`src/rtl/lab4_pkg.sv`:
```
// -----------------------------------------------------------------------------
// lab4_pkg
// Shared definitions for the S-memory bring-up blocks: working RAM geometry
// and the state encoding of the read-back checker.
// -----------------------------------------------------------------------------
package lab4_pkg;

  // Working RAM geometry: 256 x 8, address doubles as the identity pattern.
  localparam int ADDR_W = 8;
  localparam int DATA_W = 8;
  localparam int DEPTH  = 2 ** ADDR_W;

  // Checker sequence: IDLE -> READ -> DRAIN -> DONE -> IDLE.
  typedef enum logic [1:0] {
    IDLE  = 2'd0,
    READ  = 2'd1,
    DRAIN = 2'd2,
    DONE  = 2'd3
  } state_t;

endpackage

```
`src/rtl/rd_lat_pipe.sv`:
```
// -----------------------------------------------------------------------------
// rd_lat_pipe
// STAGES-deep shift register carrying {valid, addr} alongside the RAM read
// so each returning byte can be paired with the address that fetched it.
// Ports:
//   i_clk    clock, rising edge
//   i_rst    synchronous active-high reset; flushes every stage
//   i_valid  read issued this cycle
//   i_addr   address issued this cycle
//   o_valid  delayed valid, aligned with RAM read data
//   o_addr   delayed address, aligned with RAM read data
// -----------------------------------------------------------------------------
module rd_lat_pipe #(
  parameter int STAGES = 1,
  parameter int ADDR_W = 8
) (
  input  logic              i_clk,
  input  logic              i_rst,
  input  logic              i_valid,
  input  logic [ADDR_W-1:0] i_addr,
  output logic              o_valid,
  output logic [ADDR_W-1:0] o_addr
);

  logic [STAGES-1:0] r_valid;
  logic [ADDR_W-1:0] r_addr [STAGES];

  // Shift {valid, addr} one stage per clock; reset empties the pipe.
  always_ff @(posedge i_clk) begin
    if (i_rst) begin
      r_valid <= {STAGES{1'b0}};
      for (int i = 0; i < STAGES; i++) begin
        r_addr[i] <= {ADDR_W{1'b0}};
      end
    end else begin
      r_valid[0] <= i_valid;
      r_addr[0]  <= i_addr;
      for (int i = 1; i < STAGES; i++) begin
        r_valid[i] <= r_valid[i-1];
        r_addr[i]  <= r_addr[i-1];
      end
    end
  end

  assign o_valid = r_valid[STAGES-1];
  assign o_addr  = r_addr[STAGES-1];

endmodule

```
`src/rtl/fsm_mem_r_check.sv`:
```
// -----------------------------------------------------------------------------
// fsm_mem_r_check
// Read-back checker for the S-memory init pattern. On start it reads every
// RAM address once through the synchronous read port, compares each byte
// with addr ^ PAT_XOR and reports pass, mismatch count and first failing
// address using a 4-phase start/finish handshake.
// Ports:
//   i_clk              clock, rising edge
//   i_rst              synchronous active-high reset
//   i_start            level request, sampled in IDLE
//   i_rd_data          RAM read data, valid RD_LAT clocks after the address
//   o_rd_en            read strobe, high for every issued address
//   o_mem_addr         read address
//   o_finish           sweep complete, results valid while high
//   o_pass             1 when the sweep saw zero mismatches
//   o_err_count        number of mismatching addresses (0..2**ADDR_W)
//   o_first_err_addr   address of the first mismatch, 0 if none
// -----------------------------------------------------------------------------
module fsm_mem_r_check #(
  parameter int                ADDR_W  = lab4_pkg::ADDR_W,
  parameter int                DATA_W  = lab4_pkg::DATA_W,
  parameter int                RD_LAT  = 1,
  parameter logic [DATA_W-1:0] PAT_XOR = 8'h00
) (
  input  logic              i_clk,
  input  logic              i_rst,
  input  logic              i_start,
  input  logic [DATA_W-1:0] i_rd_data,
  output logic              o_rd_en,
  output logic [ADDR_W-1:0] o_mem_addr,
  output logic              o_finish,
  output logic              o_pass,
  output logic [ADDR_W:0]   o_err_count,
  output logic [ADDR_W-1:0] o_first_err_addr
);

  import lab4_pkg::*;

  localparam logic [ADDR_W-1:0] ADDR_MAX   = {ADDR_W{1'b1}};
  localparam logic [ADDR_W-1:0] ADDR_ONE   = ADDR_W'(1);
  localparam logic [ADDR_W:0]   ERR_MAX    = {1'b1, {ADDR_W{1'b0}}};
  localparam logic [ADDR_W:0]   ERR_ONE    = (ADDR_W+1)'(1);
  localparam int                DCNT_W     = $clog2(RD_LAT + 1);
  localparam logic [DCNT_W-1:0] DRAIN_LAST = DCNT_W'(RD_LAT);
  localparam logic [DCNT_W-1:0] DCNT_ONE   = DCNT_W'(1);

  state_t              r_state;
  state_t              w_state_next;
  logic                r_rd_en;
  logic [ADDR_W-1:0]   r_addr;
  logic                r_finish;
  logic                r_pass;
  logic [ADDR_W:0]     r_err_count;
  logic [ADDR_W-1:0]   r_first_err_addr;
  logic [DCNT_W-1:0]   r_drain_cnt;

  logic                w_start_sweep;
  logic                w_pipe_valid;
  logic [ADDR_W-1:0]   w_pipe_addr;
  logic                w_mismatch;

  // Address/valid travel alongside the RAM access so data and address meet.
  rd_lat_pipe #(
    .STAGES (RD_LAT),
    .ADDR_W (ADDR_W)
  ) u_rd_lat_pipe (
    .i_clk   (i_clk),
    .i_rst   (i_rst),
    .i_valid (r_rd_en),
    .i_addr  (r_addr),
    .o_valid (w_pipe_valid),
    .o_addr  (w_pipe_addr)
  );

  assign w_start_sweep = (r_state == IDLE) && i_start;
  assign w_mismatch    = w_pipe_valid &&
                         (i_rd_data != (DATA_W'(w_pipe_addr) ^ PAT_XOR));

  // Next-state logic for the sweep sequencer.
  always_comb begin
    w_state_next = r_state;
    case (r_state)
      IDLE: begin
        if (i_start) w_state_next = READ;
        else         w_state_next = IDLE;
      end
      READ: begin
        if (r_addr == ADDR_MAX) w_state_next = DRAIN;
        else                    w_state_next = READ;
      end
      // DRAIN lasts RD_LAT+1 clocks: RD_LAT for the last read to return and
      // one more for its compare to land in err_count before pass is taken.
      DRAIN: begin
        if (r_drain_cnt == DRAIN_LAST) w_state_next = DONE;
        else                           w_state_next = DRAIN;
      end
      // Stay here until start drops so a held start cannot re-trigger.
      DONE: begin
        if (!i_start) w_state_next = IDLE;
        else          w_state_next = DONE;
      end
      default: w_state_next = IDLE;
    endcase
  end

  // State register, read issue, drain timer and result accumulation.
  always_ff @(posedge i_clk) begin
    if (i_rst) begin
      r_state          <= IDLE;
      r_rd_en          <= 1'b0;
      r_addr           <= {ADDR_W{1'b0}};
      r_finish         <= 1'b0;
      r_pass           <= 1'b0;
      r_err_count      <= {(ADDR_W+1){1'b0}};
      r_first_err_addr <= {ADDR_W{1'b0}};
      r_drain_cnt      <= {DCNT_W{1'b0}};
    end else begin
      r_state  <= w_state_next;
      r_rd_en  <= (w_state_next == READ);
      r_finish <= (w_state_next == DONE);

      // The address wraps to 0 on the last read, leaving mem_addr idle at 0.
      if (w_start_sweep) begin
        r_addr <= {ADDR_W{1'b0}};
      end else if (r_state == READ) begin
        r_addr <= r_addr + ADDR_ONE;
      end else begin
        r_addr <= r_addr;
      end

      if (r_state == DRAIN) begin
        r_drain_cnt <= r_drain_cnt + DCNT_ONE;
      end else begin
        r_drain_cnt <= {DCNT_W{1'b0}};
      end

      // The pipe is empty in IDLE, so clearing here never drops a compare.
      if (w_start_sweep) begin
        r_err_count      <= {(ADDR_W+1){1'b0}};
        r_first_err_addr <= {ADDR_W{1'b0}};
      end else if (w_mismatch) begin
        if (r_err_count != ERR_MAX) begin
          r_err_count <= r_err_count + ERR_ONE;
        end else begin
          r_err_count <= r_err_count;
        end
        if (r_err_count == {(ADDR_W+1){1'b0}}) begin
          r_first_err_addr <= w_pipe_addr;
        end else begin
          r_first_err_addr <= r_first_err_addr;
        end
      end else begin
        r_err_count      <= r_err_count;
        r_first_err_addr <= r_first_err_addr;
      end

      // pass is cleared for the new sweep and only re-evaluated on DONE.
      if (w_start_sweep) begin
        r_pass <= 1'b0;
      end else if (w_state_next == DONE) begin
        r_pass <= (r_err_count == {(ADDR_W+1){1'b0}});
      end else begin
        r_pass <= r_pass;
      end
    end
  end

  assign o_rd_en          = r_rd_en;
  assign o_mem_addr       = r_addr;
  assign o_finish         = r_finish;
  assign o_pass           = r_pass;
  assign o_err_count      = r_err_count;
  assign o_first_err_addr = r_first_err_addr;

endmodule

```
`config.mk`:
```
export PLATFORM = sky130hd
export DESIGN_NAME = fsm_mem_r_check
export DESIGN_NICKNAME = d
export VERILOG_FILES = /design/src/rtl/lab4_pkg.sv /design/src/rtl/rd_lat_pipe.sv /design/src/rtl/fsm_mem_r_check.sv
export SDC_FILE = /design/constraint.sdc
export NUM_CORES = 1
export LEC_CHECK = 0
export CORE_ASPECT_RATIO = 0.7
export CORE_UTILIZATION = 30
export DETAILED_ROUTE_END_ITERATION = 10
export GPL_ROUTABILITY_DRIVEN = 0
export PLACE_DENSITY_LB_ADDON = 0.1
export REMOVE_ABC_BUFFERS = 1
export SLEW_MARGIN = 20
export SYNTH_ARGS = -nofsm -noshare
export SYNTH_HDL_FRONTEND = slang
export SYNTH_HIERARCHICAL = 1
export SYNTH_SLANG_ARGS = --single-unit
```
`constraint.sdc`:
```
create_clock -name i_clk -period 3.9 [get_ports i_clk]
set_input_delay 0.78 -clock i_clk [delete_from_list [all_inputs] [get_ports i_clk]]
set_output_delay 0.78 -clock i_clk [all_outputs]
set_load 0.05 [all_outputs]
```
==> reports/metrics.cfg <==
[worst_setup_path]
ff2ff_path_depth=7
max_stage_delay_ps=670
cp_max_fo=16
worst_setup_path_start_kind=primary input
required_ps=4070
criticalPathCategory=in2reg
crit_buf_inv=2
r2r_start=o_err_count[0]$_SDFFE_PP0P_
reg2reg_to=o_first_err_addr[2]$_SDFFE_PP0P_
critPathArrivalTime_ps=2570
crit_path_end_kind=register
reg2reg_slack_ps=2080
crit_slowest_cell=o21bai_1
path_delay_family=buffers and inverters
path_cells=clkdlybuf4s50_1 -> nand2b_1 -> o21bai_1 -> buf_4 -> nor2_1

[clock_tree]
cts_root_buf=clkbuf_8
cts_made_buffers=5
clk_latency_ps=280
tritoncts=yes
clk_pin_slew_ps=80
hold_buffers=0
cts_sinks=40
clockBufferDepth=2
h-tree-depth=2
cts_setup_buffers=0
cts_resized=0

[power]
seq_power_share=0.552
peakVddDrop_v=0.000139
total_power_uw=757
power.switching_uw=174
p_leak_nw=0.819
clockPowerShare=0.367
combinationalPowerShare=0.080
p_sw_frac=0.230
p_int_uw=583
powerDensity_nw_per_um2=336

[timing]
hold_viol_final=0
worst_slew_pin_slew_ps=824
max_slew_margin=0.450
fmax_ghz=0.417
fin_skew_ps=7.03
setup_viol=0
fin_tns_setup_ps=0
fin_crit_sh=0.614
rsz0062_at_grt=no
finalCriticalPeriod_ps=2400
holdWs_ps=449
final_max_slew_viol_count=0

[global_route]
grt_overflow=0
grt_pass1_wl_mm=6.27
grt_antenna_before_repair=0
grt_max_degree=17
track_usage=0.137
grt_pass1_vias=1317

[synthesis]
yosys.cell_types.count=32
yosysTopAreaCellShare=0.469
synthesis.area_sq_um=1710
synth.avg_cell_area_sq_um=9.59
ys.flop_type=dfxtp_1
yosysTopAreaCell=dfxtp_1
synth-seq-area-share=0.469
synth_area_leaders=dfxtp_1 47%, mux2i_1 7.6%, xor2_1 6.7%
ys_seq_elements=40
syn_inst=178
synth_common_cells=40 x dfxtp_1, 25 x nor2_1, 13 x mux2i_1, 13 x xor2_1, 12 x nor2b_1
yosysMostFrequentCell=dfxtp_1
yosys_warnings=6
synthArstFlopShare=0
synth_enable_flop_cells=0

[drt]
top_layer_used=met4
wl_met3_um=168
post_drt_wl_per_cell_um=13.2
ant_nets=0
firstDrtPassIters=4
met2RoutedLength_mm=1.64
drcViolationCount=0
post_drt_via_cell_ratio=4.63
wl_mm=3.85
drt_first_iter_violations=46
wl_met1_mm=2.02
vias=1358

[placement]
postPlaceCellArea_sq_um=2160
dp_hpwl_mm=2.84
port-buffer-count=38

[layout]
nets=234
finish.instance_area_sq_um=2250
seqCellArea_sq_um=801
multiInputGateArea_sq_um=863
diodes=0
area_delta_synth_final_pct=32.1
drive_gt1_frac=0.0633
fin_util=0.420
fillerInstances=547

[flow_run]
max_cap_violations=0

[hold_path]
hold_class=reg2reg
hp-start=r_drain_cnt$_SDFF_PP0_
holdPathStages=1
min_to=r_drain_cnt$_SDFF_PP0_

[floorplanning]
core_sq_um=5370
fp.dieH_um=65.1
ioPinCount=39
rows=22
die-area_sq_um=6000
die_w_um=92.2
start_util=0.318

[outcome]
outcome=complete, no violations

-- through the flow --
| stage | cells | setup WS, ps |
|---|---|---|
| after global placement | 285 | 1320 |
| after detailed placement | 285 | 1250 |
| after floorplan | 173 | 1760 |
| after CTS | 293 | 1490 |
| final | 293 | 1500 |
| after global routing | 293 | 1420 |
-- cells by family (layout without fill, tap and decap cells) --
logic type / after synthesis / count (layout) / synth area share
and+or+nand+nor: 76 / 76 / 0.244
DFF: 40 / 40 / 0.469
AOI/OAI and AO/OA: 19 / 19 / 0.0711
xor gates and xnor gates: 18 / 18 / 0.0924
muxes: 13 / 13 / 0.0762
buffers and inverters: 9 / 52 / 0.0249
adders and majority gates: 3 / 3 / 0.0220
-- state kept, by name, indices dropped and copies added (netlist names) --
signal,cells
o_first_err_addr,8
u_rd_lat_pipe/o_valid,1
o_finish,1
r_drain_cnt,1
u_rd_lat_pipe/r_addr,8
o_pass,1
r_state,2
o_rd_en,1
o_mem_addr,8
o_err_count,9
-- layout by cell type, fill, tap and decap left out, types with 2 or more instances in the layout --
| cell type | n |
|---|---|
| or3_1 | 2 |
| nand2_1 | 11 |
| nor2b_1 | 12 |
| ha_1 | 3 |
| or4_1 | 3 |
| dfxtp_1 | 40 |
| nand2b_1 | 2 |
| o31ai_1 | 2 |
| a21oi_1 | 8 |
| clkbuf_1 | 2 |
| nand4_1 | 6 |
| buf_4 | 2 |
| nand3_1 | 3 |
| xnor2_1 | 5 |
| xor2_1 | 13 |
| and3_1 | 6 |
| o21ai_0 | 3 |
| nor2_1 | 25 |
| mux2i_1 | 13 |
| nor4_2 | 2 |
| clkdlybuf4s50_1 | 38 |
| inv_1 | 4 |
| clkbuf_8 | 6 |
-- power groups by stage --
stage | Sequential, mW | Combinational, mW | Clock (mW)
floorplan | 0.435 | 0.0254 | 0
global placement | 0.427 | 0.0597 | 0
detailed placement | 0.428 | 0.0611 | 0
CTS | 0.418 | 0.0613 | 0.288
global route | 0.419 | 0.0658 | 0.306
finish | 0.418 | 0.0610 | 0.278
-- final cells by class --
cell class                      count  area share
Sequential cell                    40       0.355
Tap cell                           72      0.0400
Timing Repair Buffer               40       0.175
Multi-Input combinational cell    129       0.383
Clock buffer                        8      0.0400
Inverter                            4     0.00666
-- worst register-to-register path, delay by kind of cell (launching register included) --
kind / cells / cell delay [ps]
simple gates: 3 / 340
compound gates: 1 / 500
fa+ha+maj: 1 / 180
flops: 1 / 350
buf+inv: 1 / 70
mux: 1 / 270
-- per-layer routing --
metal  global-route usage  vias up
met2                0.204       25
li1                     -      695
met5                    0        -
met4               0.0469        0
met1                0.187      636
met3               0.0405        2
-- worst max path at each step --
stage,to,from,depth (start not counted)
CTS,o_err_count[2],o_err_count[2]$_SDFFE_PP0P_,1
floorplan,o_err_count[2]$_SDFFE_PP0P_,i_start,4
global route,o_first_err_addr[2]$_SDFFE_PP0P_,i_rd_data[5],6
finish,o_first_err_addr[0]$_SDFFE_PP0P_,i_start,5
detailed placement,o_first_err_addr[2]$_SDFFE_PP0P_,i_rd_data[5],6
global placement,o_mem_addr[1]$_SDFFE_PP0P_,i_start,5
Power figures use the tool's default switching activity.
==> variant (same flow settings) <==
Remove the register `r_finish`: a continuous assignment takes its place, so the output `o_finish` follows one clock earlier.
--- a/src/rtl/fsm_mem_r_check.sv
+++ b/src/rtl/fsm_mem_r_check.sv
@@ -110,5 +110,4 @@
       r_rd_en          <= 1'b0;
       r_addr           <= {ADDR_W{1'b0}};
-      r_finish         <= 1'b0;
       r_pass           <= 1'b0;
       r_err_count      <= {(ADDR_W+1){1'b0}};
@@ -118,5 +117,4 @@
       r_state  <= w_state_next;
       r_rd_en  <= (w_state_next == READ);
-      r_finish <= (w_state_next == DONE);
 
       // The address wraps to 0 on the last read, leaving mem_addr idle at 0.
@@ -166,4 +164,6 @@
   end
 
+  assign r_finish = (w_state_next == DONE);
+
   assign o_rd_en          = r_rd_en;
   assign o_mem_addr       = r_addr;
Check against the original RTL: same outputs for any inputs over 10 cycles, from zero or initial values and one cycle with i_rst high; that may be too few to reach the edited logic, so the function may still have changed.
==> variant against the unedited design <==
- synthesized area fell by 0.29%
- power shrank 3.1%
- count of clock-buffer cells in the layout fell by 3
- via count is 0.15% lower
- wire length shrank 5.4%
- cell area decreased by 0.72%
- global-route usage decreased by 0.13 points
- combinational power up 3.9%
- clock power decreased by 5%
- setup slack got worse by 890 ps
- sequential cell count is 1 lower
- critical path type is now input pin to output pin
- largest cell class unchanged
==> variant: results (changes against the unedited design) <==
stage	metric	value	unit	change
outcome	status	finished, final reports clean		
finish	nets	228		-2.6%
cts	cts.htree.levels	2		unchanged
finish	drive_above_1_share	6.98	%	+0.64 points
synthesis	yosys-top-cells-count	dfxtp_1, nor2_1, xor2_1		
synthesis	synthTopCellsByArea	dfxtp_1, xor2_1, mux2i_1		
global_route	grt-ovfl-total	0		unchanged
power_and_ir_drop	comb_power_share	8.6	%	+0.6 points
synthesis	synthXorXnorAreaFrac	8.24	%	-1.0 points
drt	vias	1356		-0.15%
synthesis	muxShareOfSynthArea	6.47	%	-1.2 points
worst_setup_path	cp.arrival	2510	ps	-60 ps
finish	largest_register_ff_count	9		unchanged
place	portBuffers	38		unchanged
global_route	grt_pass1_vias	1227		-6.8%
drt	dr_wl_met2	1.48	mm	-9.9%
global_route	grt_pass1_wl	6.18	mm	-1.4%
power_and_ir_drop	switchingPower	0.182	mW	+4.6%
drt	wl_met1	1.95	mm	-3.3%
cts	clock_latency	290	ps	
worst_setup_path	crit_path_max_fanout	5		-11
timing	fin_worst_skew	4.58	ps	-2.46 ps
cts	cts_buffers	5		unchanged
place	dp_hpwl	2.65	mm	-6.8%
power_and_ir_drop	power_density	328	nW/um2	-2.4%
drt	dr.pass1.iters	4		unchanged
finish	fillers	529		-3.3%
synthesis	yosysUniqueCellTypes	38		+19%
drt	wl_met3	173	um	+3.0%
power_and_ir_drop	irDropWorstVdd	0.000127	V	-8.7%
synthesis	synth_compound_area_share	11.1	%	+4.0 points
timing	slew_headroom	65.3	%	+20 points
worst_setup_path	cpPeakStageDelay	850	ps	+180 ps
power_and_ir_drop	power.leakage	0.815	nW	-0.48%
power_and_ir_drop	p_clk	0.263	mW	-5%
synthesis	synth-seq-area-share	45.9	%	-1.0 points
cts	post_cts_buffers	0		unchanged
global_route	track_usage	13.5	%	-0.13 points
global_route	grt_max_degree	27		+10
synthesis	yosys.area_share.adder	2.21	%	+0.0065 points
worst_setup_path	cpMaxStageDelayCell	clkdlybuf4s50_1		
finish	n_antenna_cell	0		unchanged
drt	wl	3.65	mm	-5.4%
-- variant: through the flow --
step / area [um2] / worst slack [ps] / instances
after floorplan: 1670 / 1540 / 168
after global placement: 2150 / 655 / 279
after detailed placement: 2150 / 612 / 279
after CTS: 2240 / 610 / 287
after global routing: 2240 / 537 / 287
final: 2240 / 615 / 287
-- variant: path summary, 6_finish.rpt --
kind                   from                  end  slack, ps  depth (start not counted)
max reg2reg  o_err_count[0]  o_first_err_addr[3]       2050                          7
min reg2reg     r_drain_cnt          r_drain_cnt        450                          1
max                 i_start             o_finish        610                          4
min             r_drain_cnt          r_drain_cnt        450                          1
-- variant: layer usage --
metal | vias up | track usage (%)
met1 | 632 | 20.0
met2 | 30 | 17.7
met5 | - | 0
li1 | 690 | -
met3 | 4 | 4.34
met4 | 0 | 5.27
-- variant: area by class of cell --
type	instances	area share, %
Timing Repair Buffer	39	17.3
Clock buffer	5	3.07
Sequential cell	39	34.9
Multi-Input combinational cell	125	39.4
Clock inverter	3	0.671
Inverter	4	0.671
Tap cell	72	4.02
